**src/rtl/sobel_line_buffer.sv**
```systemverilog
// -----------------------------------------------------------------------------
// sobel_line_buffer
//
// Purpose:
//   Buffers the two most recent rows of a raster-order grayscale pixel stream.
//   For every pixel from the third row of a frame onward, it emits the three
//   vertically aligned pixels of that column: (r-2, c), (r-1, c) and (r, c).
//   The outputs connect port-to-port to the d0_i/d1_i/d2_i/done_i inputs of
//   sobel_data_modulate. No arithmetic and no border padding happen here.
//
// Parameters:
//   ROWS        image height in pixels (>= 3)
//   COLS        image width in pixels (>= 2), sets line-buffer depth
//   DATA_WIDTH  pixel width
//
// Ports:
//   clk          single clock, rising edge
//   rst          synchronous active-low reset
//   data_i       input pixel, raster order
//   done_i       data_i valid this cycle
//   d0_o         pixel at (r-2, c), oldest row
//   d1_o         pixel at (r-1, c)
//   d2_o         pixel at (r, c), the pixel just accepted
//   done_o       d0_o..d2_o valid this cycle
//   frame_end_o  one-cycle pulse with the last valid triple of a frame
// -----------------------------------------------------------------------------
module sobel_line_buffer #(
    parameter int ROWS       = 5,
    parameter int COLS       = 6,
    parameter int DATA_WIDTH = 8
) (
    input  logic                  clk,
    input  logic                  rst,
    input  logic [DATA_WIDTH-1:0] data_i,
    input  logic                  done_i,
    output logic [DATA_WIDTH-1:0] d0_o,
    output logic [DATA_WIDTH-1:0] d1_o,
    output logic [DATA_WIDTH-1:0] d2_o,
    output logic                  done_o,
    output logic                  frame_end_o
);

    localparam int COL_W = (COLS > 1) ? $clog2(COLS) : 1;
    localparam int ROW_W = (ROWS > 1) ? $clog2(ROWS) : 1;

    localparam logic [COL_W-1:0] COL_LAST  = COL_W'(COLS - 1);
    localparam logic [ROW_W-1:0] ROW_LAST  = ROW_W'(ROWS - 1);
    localparam logic [ROW_W-1:0] ROW_FIRST_OUT = ROW_W'(2);

    // lb0 holds row r-1, lb1 holds row r-2, both indexed by the column counter.
    logic [DATA_WIDTH-1:0] lb0 [COLS];
    logic [DATA_WIDTH-1:0] lb1 [COLS];

    logic [COL_W-1:0] col;
    logic [ROW_W-1:0] row;

    logic col_wrap;
    logic row_wrap;

    assign col_wrap = (col == COL_LAST);
    assign row_wrap = (row == ROW_LAST);

    // NOTE: the line buffers have no reset. Clearing them would cost a write
    // port per entry and buys nothing: done_o is gated until two fresh rows
    // have been written, so stale contents never reach the outputs. Keeping
    // them in their own reset-free block also lets them map to RAM.
    always_ff @(posedge clk) begin
        if (rst && done_i) begin
            // NOTE: non-blocking assignments make both writes see the old
            // lb0[col], so the row shifts down one buffer instead of data_i
            // landing in both.
            lb1[col] <= lb0[col];
            lb0[col] <= data_i;
        end
    end

    // Counters and registered outputs. The output reads below use the same
    // pre-update buffer contents as the writes above (read-before-write).
    always_ff @(posedge clk) begin
        if (!rst) begin
            col         <= '0;
            row         <= '0;
            d0_o        <= '0;
            d1_o        <= '0;
            d2_o        <= '0;
            done_o      <= 1'b0;
            frame_end_o <= 1'b0;
        end else if (done_i) begin
            d0_o        <= lb1[col];
            d1_o        <= lb0[col];
            d2_o        <= data_i;
            done_o      <= (row >= ROW_FIRST_OUT);
            frame_end_o <= row_wrap && col_wrap;

            if (col_wrap) begin
                col <= '0;
                // Wrapping row after the last pixel lets the next frame start
                // on the following valid cycle without a reset.
                row <= row_wrap ? '0 : row + 1'b1;
            end else begin
                col <= col + 1'b1;
            end
        end else begin
            // Idle cycle: counters and data outputs hold, strobes drop.
            done_o      <= 1'b0;
            frame_end_o <= 1'b0;
        end
    end

endmodule

```
**config.mk**
```make
export PLATFORM = sky130hd
export DESIGN_NAME = sobel_line_buffer
export DESIGN_NICKNAME = d
export VERILOG_FILES = /design/src/rtl/sobel_line_buffer.sv
export SDC_FILE = /design/constraint.sdc
export NUM_CORES = 1
export LEC_CHECK = 0
export ABC_AREA = 1
export BUFFER_PORTS_ARGS = -buffer_cell sky130_fd_sc_hd__buf_2
export CAP_MARGIN = 30
export CORE_ASPECT_RATIO = 1.4
export CORE_MARGIN = 10
export CORE_UTILIZATION = 32
export CTS_CLUSTER_SIZE = 10
export DETAILED_ROUTE_END_ITERATION = 10
export GPL_TIMING_DRIVEN = 1
export SYNTH_ARGS = -nofsm -noshare
export SYNTH_HDL_FRONTEND = slang
export SYNTH_SLANG_ARGS = --single-unit
```
**constraint.sdc**
```tcl
create_clock -name clk -period 6.01 [get_ports clk]
set_input_delay 1.202 -clock clk [delete_from_list [all_inputs] [get_ports clk]]
set_output_delay 1.202 -clock clk [all_outputs]
set_load 0.01 [all_outputs]
```
==> out/qor.txt, run 1 <==
post-DP HPWL -> 7.43 mm
WP data required -> 6110 ps
syn_area_per_cell -> 10.9 sq um
setup bufs post-CTS -> 0
row count -> 54
area leader, netlist -> edfxtp_1
# IOs -> 37
Clock transition at path regs -> 50 ps
remaining global-route overflow -> 0
Period minus WS final -> 2790 ps
top post-synthesis cells by count -> 126 x nand2_1, 96 x edfxtp_1, 71 x nor2_1, 46 x nand3_1, 35 x dfxtp_1
worst-path cell chain -> buf_2, nand3_1, nor2_1, buf_4
Final GP Congestion -> 0.842
I/O Buffers -> 36
post-synthesis sequential area ratio -> 0.706
Hold Buf Count CTS -> 0
Leak -> 2.37 nW
count leader, synth -> nand2_1
layout cell share with drive strength beyond 1 -> 0.151
hold depth -> 2
Initial Utilization -> 0.325
vias in the first global route -> 3,510
Setup crit end kind -> register
Yosys cell types -> 26
Post-route DRC -> 0
max cap viols -> 0
dpl ws -> 2810 ps
final period utilization -> 0.464
top post-synthesis cells by area -> edfxtp_1 57%, dfxtp_1 14%, nand2_1 9.3%
routed vias -> 3,315
Area Overhead vs Synth -> 17.5%
cell with the largest stage delay on the worst path -> nor2_1
PD cells -> 348 nW/um^2
Least-Margin Pin Slew -> 865 ps
final hold viol count -> 0
die height -> 169 um
predominant post-synthesis flop cell -> edfxtp_1
highest clock rate -> 0.358 GHz
Core Box Area -> 15,600 sq um
type of origin of the critical path -> input pin
cells after synthesis -> 467
Fin Clk Skew -> 9.57 ps
Routed Antenna Nets -> 0
Post-synth EDFFs -> 96
Clock Tree Buf Depth -> 2
DR WL/cell -> 15.6 um
Post-Syn Nets -> 481
critical path fanouts, max -> 33
drt first pass iters -> 4
Max IR drop VDD -> 0.000189 V
vias per std cell -> 4.61
total wire length -> 11.2 mm
Buf+Inv Stages, Crit Path -> 2
post-layout worst setup margin -> 3220 ps
Root Driver -> clkbuf_16
Worst R2R Setup Slack -> 3870 ps
Die Footprint -> 21,400 sq um
Worst path max stage delay -> 550 ps
setup_tns -> 0 ps
CP Depth -> 4
post-synthesis cell area -> 5070 sq um
CTS buffer count -> 17
fin nets -> 524
R2R cell count -> 3
Synth top area share -> 0.568
H-tree lvl count -> 4
Hold Crit Start -> d2_o[4]
Util after Layout -> 0.382
Overall Global Routing Usage -> 0.107
FFs w/ async S/R, synth -> 0
RSZ-0062 raised after global routing -> no
worst setup path class -> in2reg
R2R Path End -> lb1[3][0]
Fill cells -> 1,515
CP arrival -> 2890 ps
DR iter-0 viols -> 235
Ant. Diodes -> 0
Hold Crit Endpoint -> d2_o[4]
CTS Sinks -> 131
CTS tree -> built
endpoints failing setup -> 0
slew margin rel. -> 0.423
Min-Delay Path Class -> reg2reg
Slew Limit Fails -> 0
Syn. warnings -> 0
initial antenna violation count -> 0
Die X -> 126 um
global-route wire length before repair -> 18.0 mm
crit-path leading delay family -> buffers and inverters
Synth Register Bits -> 131
largest net degree at the start of global routing -> 34
status -> complete, no violations
clk_lat worst skew -> 400 ps
post_cts resized -> 0
-- sequential cells by signal (all words and copies together) (netlist names), named ones only --
register and flops:
lb0 48, d2_o 8, done_o 1, row 3, lb1 48, d1_o 8, col 3, frame_end_o 1
d0_o 8
-- metal layers --
metal | GRT usage | vias up | part of all wire
li1 | - | 1660 | -
met1 | 0.113 | 1593 | 0.41
met2 | 0.191 | 54 | 0.53
met3 | 0.0341 | 8 | 0.044
met4 | 0.0457 | 0 | 0.012
met5 | 0 | - | 0
-- kinds of logic after synthesis --
family / count (synthesis) / share of synthesized area
AND/OR/NAND/NOR: 250 / 0.200
flip-flops: 131 / 0.706
buffers and inverters: 44 / 0.0434
AO/OA/AOI/OAI: 38 / 0.0412
adder cells (fa/ha/maj): 3 / 0.00740
XOR/XNOR: 1 / 0.00173
-- layout make-up --
| class | count | area, sq um | area share |
|---|---|---|---|
| Clock buffer | 26 | 489 | 0.0821 |
| Clock inverter | 6 | 32.5 | 0.00546 |
| Inverter | 25 | 98.8 | 0.0166 |
| Multi-Input combinational cell | 292 | 1280 | 0.215 |
| Sequential cell | 131 | 3580 | 0.601 |
| Tap cell | 196 | 245 | 0.0411 |
| Timing Repair Buffer | 43 | 233 | 0.0390 |
-- through the flow --
stage / hold WS [ps] / total power, mW / cell area [sq um] / instances
after CTS: 509 / 2.10 / 5960 / 719
after global routing: 537 / 2.16 / 5960 / 719
after global placement: 482 / 1.20 / 5440 / 687
after detailed placement: 484 / 1.20 / 5440 / 687
after floorplan: 485 / 1.15 / 5070 / 467
final: 497 / 2.08 / 5960 / 719
-- layout by cell type (no fill, tap or decap), drive strengths merged --
master,Yosys,final
edfxtp,96,96
clkinv,0,5
nand3,46,46
xor2,1,1
nor3,4,4
nor2,73,73
ha,3,3
a31o,1,1
a21oi,10,10
clkinvlp,0,1
buf,18,43
inv,25,25
clkbuf,1,26
or2,1,1
dfxtp,35,35
o211ai,4,4
a21boi,1,1
o21ai,21,21
nand2,126,126
a211oi,1,1
-- worst reg2reg max path, cell delays in order (launching register included) --
cell	delay, ps
dfxtp_1	880
inv_2	380
o21ai_0	350
nand2_1	220
-- how the worst max path moves through the flow --
stage           start         to  slack (ps)
3_5_place_dp   done_i  lb0[1][7]        2810
2_1_floorplan     rst  lb0[2][0]        2950
3_3_place_gp   done_i  lb0[1][7]        2870
4_1_cts        done_i  lb0[1][3]        3200
6_report       done_i  lb0[1][3]        3220
5_1_grt        done_i  lb0[1][3]        3090
-- power by group --
| part | switching [mW] | internal [mW] |
|---|---|---|
| registers | 0.0182 | 1.01 |
| logic | 0.109 | 0.0446 |
| clock network | 0.337 | 0.555 |
No activity file was read; power rests on OpenSTA's default activity.
==> inputs of run 2 (changes only) <==
--- a/config.mk
+++ b/config.mk
@@ -5,7 +5,7 @@
 export SDC_FILE = /design/constraint.sdc
 export NUM_CORES = 1
 export LEC_CHECK = 0
-export ABC_AREA = 1
+export ABC_AREA = 0
 export BUFFER_PORTS_ARGS = -buffer_cell sky130_fd_sc_hd__buf_2
 export CAP_MARGIN = 30
 export CORE_ASPECT_RATIO = 1.4
==> constraint.sdc (replaced) <==
create_clock -name clk -period 2.5 [get_ports clk]
set_input_delay 0.5 -clock clk [delete_from_list [all_inputs] [get_ports clk]]
set_output_delay 0.5 -clock clk [all_outputs]
set_load 0.01 [all_outputs]
==> out/qor.txt, run 2 <==
initial antenna violation count -> 0 (unchanged)
post-DP HPWL -> 7.26 mm (-2.4%)
vias in the first global route -> 2,941 (-16%)
Slew Limit Fails -> 0 (unchanged)
Buf+Inv Stages, Crit Path -> 2 (unchanged)
Worst path max stage delay -> 460 ps (-90 ps)
final hold viol count -> 0 (unchanged)
critical path fanouts, max -> 16 (-52%)
CTS buffer count -> 17 (unchanged)
Die X -> 126 um (unchanged)
vias per std cell -> 4.81 (+4.4%)
setup_tns -> 0 ps (unchanged)
syn_area_per_cell -> 15.3 sq um (+41%)
status -> complete, no violations
cell with the largest stage delay on the worst path -> dfxtp_1
area leader, netlist -> edfxtp_1
reg-to-reg startpoint -> col[0]
DR iter-0 viols -> 206 (-12%)
Final GP Congestion -> 0.736 (-13%)
Worst Setup SP -> col[0]
setup bufs post-CTS -> 0 (unchanged)
R2R Path End -> lb1[5][3]
commonest non-fill, non-tap cell in the layout -> edfxtp_1
routed vias -> 2,864 (-14%)
Ant. Diodes -> 0 (unchanged)
global-route wire length before repair -> 16.6 mm (-7.6%)
largest net degree at the start of global routing -> 29 (-15%)
Initial Utilization -> 0.325 (unchanged)
Leak -> 2.27 nW (-4.0%)
Routed Antenna Nets -> 0 (unchanged)
CP arrival -> 1920 ps (-970 ps)
R2R cell count -> 4 (+1)
Hold Slack -> 356 ps (-141 ps)
total wire length -> 10.8 mm (-4.2%)
CTS tree -> built
Worst R2R Setup Slack -> 660 ps (-3210 ps)
row count -> 54 (unchanged)
worst-path cell chain -> buf_4, and4b_1, and2_1, buf_4
H-tree lvl count -> 4 (unchanged)
Util after Layout -> 0.393 (+0.0114)
Die Footprint -> 21,400 sq um (unchanged)
post_cts resized -> 0 (unchanged)
CP Depth -> 4 (unchanged)
Hold Buf Count CTS -> 0 (unchanged)
clk_lat worst skew -> 410 ps (about the same)
Overall Global Routing Usage -> 0.102 (-0.00514)
Synth Register Bits -> 131 (unchanged)
predominant post-synthesis flop cell -> edfxtp_1
Setup crit end kind -> register
FFs w/ async S/R, synth -> 0 (unchanged)
post-synthesis sequential area ratio -> 0.706 (unchanged)
fin nets -> 401 (-23%)
I/O Buffers -> 36 (unchanged)
WP data required -> 2580 ps (-3530 ps)
CP dominant cell by count -> buf_4
cells after synthesis -> 332 (-29%)
Root Driver -> clkbuf_16
top post-synthesis cells by count -> 96 x edfxtp_1, 49 x mux2i_1, 35 x dfxtp_1, 31 x nand2_1, 19 x nor2b_1
slew margin rel. -> 0.619 (+0.196)
worst setup path class -> reg2reg
Yosys cell types -> 31 (+19%)
RSZ-0062 raised after global routing -> no
Clock Tree Buf Depth -> 2 (unchanged)
Max IR drop VDD -> 0.000469 V (+150%)
post-synthesis cell area -> 5070 sq um (unchanged)
Area Overhead vs Synth -> 21.0%
# IOs -> 37 (unchanged)
Final Power -> 5.21 mW (+150%)
DR WL/cell -> 18.1 um (+16%)
Post-route DRC -> 0 (unchanged)
Post-synth EDFFs -> 96 (unchanged)
layout cell share with drive strength beyond 1 -> 0.221 (+0.0695)
Period minus WS final -> 1840 ps
Min-Delay Path Class -> in2reg
remaining global-route overflow -> 0 (unchanged)
top post-synthesis cells by area -> edfxtp_1 57%, dfxtp_1 14%, mux2i_1 9.7%
highest clock rate -> 0.543 GHz
final period utilization -> 0.736
max cap viols -> 0 (unchanged)
endpoints failing setup -> 0 (unchanged)
count leader, synth -> edfxtp_1
Post-Syn Nets -> 346 (-28%)
die height -> 169 um (unchanged)
Syn. warnings -> 0 (unchanged)
type of origin of the critical path -> register
Critical Path Sink -> lb1[5][3]
Clock transition at path regs -> 60 ps (about the same)
CTS Sinks -> 131 (unchanged)
Synth top area share -> 0.568 (unchanged)
Core Box Area -> 15,600 sq um (unchanged)
Least-Margin Pin Slew -> 570 ps (-295 ps)
Top Registers -> lb0 (48), lb1 (48)
most frequent cells in the layout -> 96 x edfxtp_1, 49 x mux2i_1, 36 x buf_2
drt first pass iters -> 4 (unchanged)
crit-path leading delay family -> buffers and inverters
PD cells -> 848 nW/um^2 (+140%)
Fin Clk Skew -> 6.34 ps (-3.22 ps)
[run 2: cell count changes after synthesis, sizes merged, moves of 9 or more]
cell	before	now
o21ai	21	1
nor2b	0	19
nor2	73	6
a21oi	10	1
nand2	126	31
nand3	46	0
mux2i	0	49
inv	25	2
and3	0	9
[run 2: through the flow]
| stage | setup WS, ps | instance area, sq um | std cells |
|---|---|---|---|
| after floorplan | 80.9 | 5070 | 332 |
| after global placement | 653 | 5550 | 564 |
| after detailed placement | 622 | 5550 | 564 |
| after CTS | 614 | 6140 | 595 |
| after global routing | 546 | 6140 | 595 |
| final | 659 | 6140 | 595 |
[run 2: cell type report]
| class | count | area [sq um] |
|---|---|---|
| Fill cell | 1415 | 9470 |
| Sequential cell | 131 | 3580 |
| Multi-Input combinational cell | 179 | 1380 |
| Clock buffer | 21 | 460 |
| Timing Repair Buffer | 56 | 330 |
| Tap cell | 196 | 245 |
| Clock inverter | 10 | 133 |
| Inverter | 2 | 7.51 |
[run 2: worst min path at each step]
| stage | from | end | slack, ps | cells past startpoint |
|---|---|---|---|---|
| final | data_i[5] | lb0[1][5] | 360 | 1 |
| after global routing | data_i[5] | lb0[1][5] | 350 | 1 |
| after CTS | data_i[5] | lb0[1][5] | 340 | 1 |
| after detailed placement | d0_o[4] | d0_o[4] | 460 | 1 |
| after global placement | d0_o[5] | d0_o[5] | 450 | 1 |
| after floorplan | row[0] | row[0] | 470 | 2 |
[run 2: worst register-to-register path, delay by kind of cell (launching register included)]
kind / cells / cell delay (ps)
buf+inv: 2 / 590
flops: 1 / 460
simple gates: 2 / 480
[run 2: layer usage]
layer  wire length, um  vias to the layer above  GRT usage
met5                 0                        -          0
met4               193                        0     0.0462
met3               439                       16     0.0331
met2              5580                       57      0.172
met1              4550                     1419      0.115
li1                  -                     1372          -
[run 2: cells by family after synthesis]
kind of cell               after synthesis  synth area share
and+or+nand+nor                         87            0.0964
buffers and inverters                   22            0.0247
DFF                                    131             0.706
muxes                                   49            0.0967
adders and majority gates                3           0.00740
AOI/OAI and AO/OA                       40            0.0683
[run 2: report_power, final]
part           total (mW)  internal, mW  leakage, nW  switching [mW]
combinational       0.307         0.124        0.841           0.183
clock                2.46          1.60        0.276           0.853
sequential           2.44          2.41         1.16          0.0338
